--- config.mk ---
export PLATFORM = sky130hd
export DESIGN_NAME = irq_controller
export DESIGN_NICKNAME = d
export VERILOG_FILES = /design/src/rtl/irq_pkg.sv /design/src/rtl/irq_prio_enc.sv /design/src/rtl/irq_controller.sv
export SDC_FILE = /design/constraint.sdc
export NUM_CORES = 1
export LEC_CHECK = 0
export CAP_MARGIN = 10
export CORE_MARGIN = 3
export CORE_UTILIZATION = 46
export DETAILED_ROUTE_END_ITERATION = 16
export PLACE_DENSITY = 0.76
export SYNTH_ARGS = -nofsm -noshare
export SYNTH_HDL_FRONTEND = slang
export SYNTH_HIERARCHICAL = 1
export SYNTH_SLANG_ARGS = --single-unit
--- constraint.sdc ---
create_clock -name CLOCK_50 -period 1.5 [get_ports CLOCK_50]
set_input_delay 0.15 -clock CLOCK_50 [delete_from_list [all_inputs] [get_ports CLOCK_50]]
set_output_delay 0.15 -clock CLOCK_50 [all_outputs]
set_load 0.02 [all_outputs]
--- src/rtl/irq_pkg.sv ---
// Shared types and constants for the external interrupt controller.
package irq_pkg;

  typedef enum logic [1:0] {IDLE, PENDING, SERVICE} irq_state_t;

  // EStatus cause code the core controller reports for an external interrupt.
  localparam logic [3:0] EXT_IRQ_ESTATUS = 4'b0001;

endpackage

--- src/rtl/irq_prio_enc.sv ---
// Lowest-index-first priority encoder: returns the winning request index and a valid flag.
module irq_prio_enc #(
  parameter int unsigned N   = 8,
  parameter int unsigned IDW = $clog2(N)
) (
  input  logic [N-1:0]   req,
  output logic [IDW-1:0] idx,
  output logic           valid
);

  // Scan from the top so the lowest set index is the last one written.
  always_comb begin
    idx   = '0;
    valid = |req;
    for (int i = int'(N) - 1; i >= 0; i--) begin
      if (req[i]) idx = IDW'(i);
    end
  end

endmodule

--- src/rtl/irq_controller.sv ---
// Multi-source edge-detected, maskable, fixed-priority interrupt controller for the LEGv8 core.
// Optional IRQ_SYNC_EN inserts a two-flop synchroniser per line ahead of edge detection.
module irq_controller
  import irq_pkg::*;
#(
  parameter int unsigned NUM_IRQ = 8,
  parameter int unsigned ID_W    = $clog2(NUM_IRQ)
) (
  input  logic               CLOCK_50,
  input  logic               reset,
  input  logic [NUM_IRQ-1:0] irq_in,
  input  logic               mask_we,
  input  logic [NUM_IRQ-1:0] mask_wdata,
  input  logic               ExcAck,
  input  logic               ERet,
  output logic               ExtIRQ,
  output logic [ID_W-1:0]    irq_id,
  output logic [NUM_IRQ-1:0] ExtIAck,
  output logic [NUM_IRQ-1:0] irq_mask,
  output logic [NUM_IRQ-1:0] pending,
  output logic               in_service
);

  logic [NUM_IRQ-1:0] edgeIn;
  logic [NUM_IRQ-1:0] irqPrev;
  logic [NUM_IRQ-1:0] riseVec;
  logic [NUM_IRQ-1:0] eligible;
  logic [NUM_IRQ-1:0] ackVec;
  logic [NUM_IRQ-1:0] clearVec;
  logic [ID_W-1:0]    winId;
  logic               winValid;

  irq_state_t         state;
  irq_state_t         stateNext;
  logic               extIrqNext;
  logic [ID_W-1:0]    irqIdNext;
  logic [NUM_IRQ-1:0] ackNext;
  logic               inServiceNext;

`ifdef IRQ_SYNC_EN
  logic [NUM_IRQ-1:0] syncMeta;
  logic [NUM_IRQ-1:0] syncOut;

  always_ff @(posedge CLOCK_50) begin
    if (!reset) begin
      syncMeta <= '0;
      syncOut  <= '0;
    end else begin
      syncMeta <= irq_in;
      syncOut  <= syncMeta;
    end
  end

  assign edgeIn = syncOut;
`else
  assign edgeIn = irq_in;
`endif

  assign riseVec  = edgeIn & ~irqPrev;
  assign eligible = pending & irq_mask;
  assign ackVec   = NUM_IRQ'(1) << irq_id;

  irq_prio_enc #(
    .N   (NUM_IRQ),
    .IDW (ID_W)
  ) prioEnc (
    .req   (eligible),
    .idx   (winId),
    .valid (winValid)
  );

  // Next-state and registered-output values; the latched id is never re-arbitrated in PENDING.
  always_comb begin
    stateNext     = state;
    extIrqNext    = ExtIRQ;
    irqIdNext     = irq_id;
    ackNext       = '0;
    inServiceNext = in_service;
    clearVec      = '0;
    unique case (state)
      IDLE: begin
        if (winValid) begin
          stateNext  = PENDING;
          extIrqNext = 1'b1;
          irqIdNext  = winId;
        end
      end
      PENDING: begin
        if (ExcAck) begin
          stateNext     = SERVICE;
          extIrqNext    = 1'b0;
          inServiceNext = 1'b1;
          ackNext       = ackVec;
          clearVec      = ackVec;
        end else if (!eligible[irq_id]) begin
          stateNext  = IDLE;
          extIrqNext = 1'b0;
        end
      end
      SERVICE: begin
        if (ERet) begin
          stateNext     = IDLE;
          inServiceNext = 1'b0;
        end
      end
      default: begin
        stateNext     = IDLE;
        extIrqNext    = 1'b0;
        inServiceNext = 1'b0;
      end
    endcase
  end

  always_ff @(posedge CLOCK_50) begin
    if (!reset) begin
      state      <= IDLE;
      ExtIRQ     <= 1'b0;
      irq_id     <= '0;
      ExtIAck    <= '0;
      in_service <= 1'b0;
    end else begin
      state      <= stateNext;
      ExtIRQ     <= extIrqNext;
      irq_id     <= irqIdNext;
      ExtIAck    <= ackNext;
      in_service <= inServiceNext;
    end
  end

  // A rise arriving on the ack edge re-arms the line, so set takes priority over clear.
  always_ff @(posedge CLOCK_50) begin
    if (!reset) begin
      irqPrev  <= '0;
      pending  <= '0;
      irq_mask <= '0;
    end else begin
      irqPrev <= edgeIn;
      pending <= (pending & ~clearVec) | riseVec;
      if (mask_we) irq_mask <= mask_wdata;
    end
  end

endmodule

==> run metrics <==
grt met3 use=4.96%; Hold-fix buffers, CTS=0; slowest cell delay on critical path=0.35 ns; Leakage=1.06 nW; Via density=5.04; routability congestion estimate from global placement=0.895; DRT Pass-1 Iters=5; post-synthesis adder-cell area fraction=0%; initial core utilization=50.7%; GRT overflow=0; # IOs=50; Arrival @ worst endpoint=1.70 ns; pin count of the biggest net entering global routing=15; Mapped Cells=159; Worst-path clk slew=~0.14 ns; die footprint=0.00428 mm^2; met1 usage=23.5%; crit-path cells=and2_4 > nor4_4 > nand3_1 > nor3b_4 > mux2i_1 > nor2b_1; H-tree depth=2; die width=65.4 um; Avg WL per Cell=14.2 um; Rows=20; placeable core region=0.00320 mm^2; final period utilization=97.2%; switching power=approximately 0.6 mW; # diodes=0; later-pin clock latency in the skew report=0.36 ns; Gate power share=18.1%; Register-to-Register Setup Slack=roughly 0.042 ns; crit path buf inv count=0; Synth cell types=41; internal power=1.68 mW; Hold Path Class=input port to flip-flop; Routed Antenna Nets=0; slowest stage cell on the critical path=dfxtp_2; synth warn=6; DRC Markers=0; CTS sink cnt=39; Async SR Flop Fraction=0%; Detail Placement HPWL=3.00 mm; number of global-route vias before repair=1,393; Req. time, crit path=1.74 ns; Area Overhead vs Synth=46.5%; overall global routing resource usage=19.1%; largest family of logic cells by synthesized area=simple AND/OR/NAND/NOR gates; Max VDD drop=0.682 mV; Worst setup SP type=flip-flop; TritonCTS clock tree=built; Setup Crit Path Kind=flip-flop to flip-flop; commonest non-fill, non-tap cells in the layout=31 x dfxtp_1, 29 x clkdlybuf4s50_1, 17 x dlygate4sd2_1, 17 x buf_4, 12 x nor2b_1; number of placed cells counting well taps=263; Simple-Gate Fraction of Synth Area=approximately 28%; # Max-Cap Violations=0; sequential share of the synthesized area=48.0%; layout cell share with drive strength beyond 1=around a fifth; Post-Place Cell Area=0.00228 mm^2; 1st-iter DRT viols=50; Synth Area per Inst=~10 um^2; Worst Tran Pin Value=0.324 ns; Num CTS Buffers=5; EDFF count, synth=0; Clock Skew=0.0221 ns; largest fanout on the critical path=5; mux contribution to synthesized area=roughly 6.8%; CTS Root Cell=clkbuf_4; Final min period=1.46 ns; initial antenna violation count=0; most common cell after layout, fill and taps aside=dfxtp_1; busiest grt layer=met2; pwr dens=961 mW/mm^2; die extent in y=65.4 um; Synth Area in XOR/XNOR=0%; Final Hold Slack=~0.36 ns; status=finished, final reports clean; Final #Nets=247; final hold vios=0; global-route wire length before repair=6.34 mm; Clock power frac=between 30% and 40%; unrepaired setup endpoints after global routing=true; WL final=~3.9 mm; max-slew headroom at the worst pin=78.1%; part of the power in registers=approximately half; Cell Area, Synth=0.00163 mm^2; Top FF cell, synth=dfxtp_1; sw frac=between 20% and 30%; Post-Synthesis Net Count=180; max frequency=686 MHz; Top delay family on crit path=simple AND/OR/NAND/NOR gates; clock tree buffer depth=2; met2 Use GR=roughly a third; Final Setup Violations=0; Port Buf Inserts=49; Final Max Slew Viols=0; Finished Cell Area=0.00238 mm^2; CP endpoint kind=flip-flop; synthesized flop and latch total=39; complex-gate fraction of the synthesized area=between 10% and 20%; post-route core utilization=74.3%; Layout Cells excl Fill=271; detailed-route via count=roughly 1,400
## flip-flops by register name, indices dropped and copies added (netlist names)
name,cells
irqPrev,8
ExtIAck,8
irq_mask,8
ExtIRQ,1
irq_id,3
in_service,1
state,2
pending,8
## power groups by stage
stage	sequential, mW	clock, mW	combinational [mW]
floorplan	1.20	0	0.170
detailed placement	1.16	0	0.429
finish	1.14	0.732	0.413
CTS	1.14	0.736	0.414
global route	1.15	0.795	0.447
global placement	1.16	0	0.421
## worst reg2reg max path, stage by stage, from the launching register on
cell and delay, ns:
dfxtp_2 0.35, and2_4 0.17, nor4_4 0.26, nand3_1 0.12, nor3b_4 0.19, mux2i_1 0.18
nor2b_1 0.07
## path summary, 6_finish.rpt
| path | end | depth (start not counted) | startpoint |
|---|---|---|---|
| min | irqPrev[4] | 2 | irq_in[4] |
| max | irq_id[0] | 6 | pending[5] |
| min reg2reg | pending[1] | 2 | irqPrev[1] |
| max reg2reg | irq_id[0] | 6 | pending[5] |
## Yosys cell counts, types with 2 or more instances
master     instances  area share, %
and3b_1            2            1.1
nor3_1             2           0.62
and2_1            17            6.5
dfxtp_1           39             48
nand2b_1           9            3.5
a21boi_1           9            4.2
o21ai_0            4            1.2
nand3_1            2           0.62
nand4bb_1          2            1.4
nor2_1             9            2.1
buf_4              2           0.92
o31ai_1            2           0.92
clkbuf_1           3           0.69
o21ai_1            4            1.2
mux2i_1           11            6.8
a21oi_1            3           0.92
inv_1              3           0.69
nor2b_1           12            4.6
nand2b_2           2            1.1
## timing repair
item	in CTS	in global routing
setup endpoints to repair	18	8
pin swaps	2	2
setup buffers	0	0
resized for setup	20	17
cloned	0	0
## logic make-up after synthesis
family / count (synthesis)
DFF: 39
muxes: 11
and+or+nand+nor: 68
AOI/OAI and AO/OA: 31
buffers and inverters: 10
## metal layers
metal | vias to the layer above | part of all wire [%]
met4 | 0 | 1.8
met1 | 626 | 43
met5 | - | 0
li1 | 688 | -
met2 | 44 | 49
met3 | 9 | 5.7
## layout make-up
cell class | count | area, um^2
multi-input cells | 110 | 815
flip-flops and latches | 39 | 791
clock inverters | 3 | 47.5
clock buffers | 5 | 37.5
inverters | 3 | 11.3
fillers | 254 | 822
repair buffers | 67 | 624
well taps | 44 | 55.1
## per-stage QoR
step	setup TNS (ns)	setup slack, ns	power, mW
6_report	0	0.0418	2.29
5_1_grt	-0.126	-0.0506	2.39
4_1_cts	0	0.000943	2.29
3_5_place_dp	0	0.0262	1.59
3_3_place_gp	0	0.0674	1.58
2_1_floorplan	0	0.0180	1.37
No activity file was read; power rests on OpenSTA's default activity.
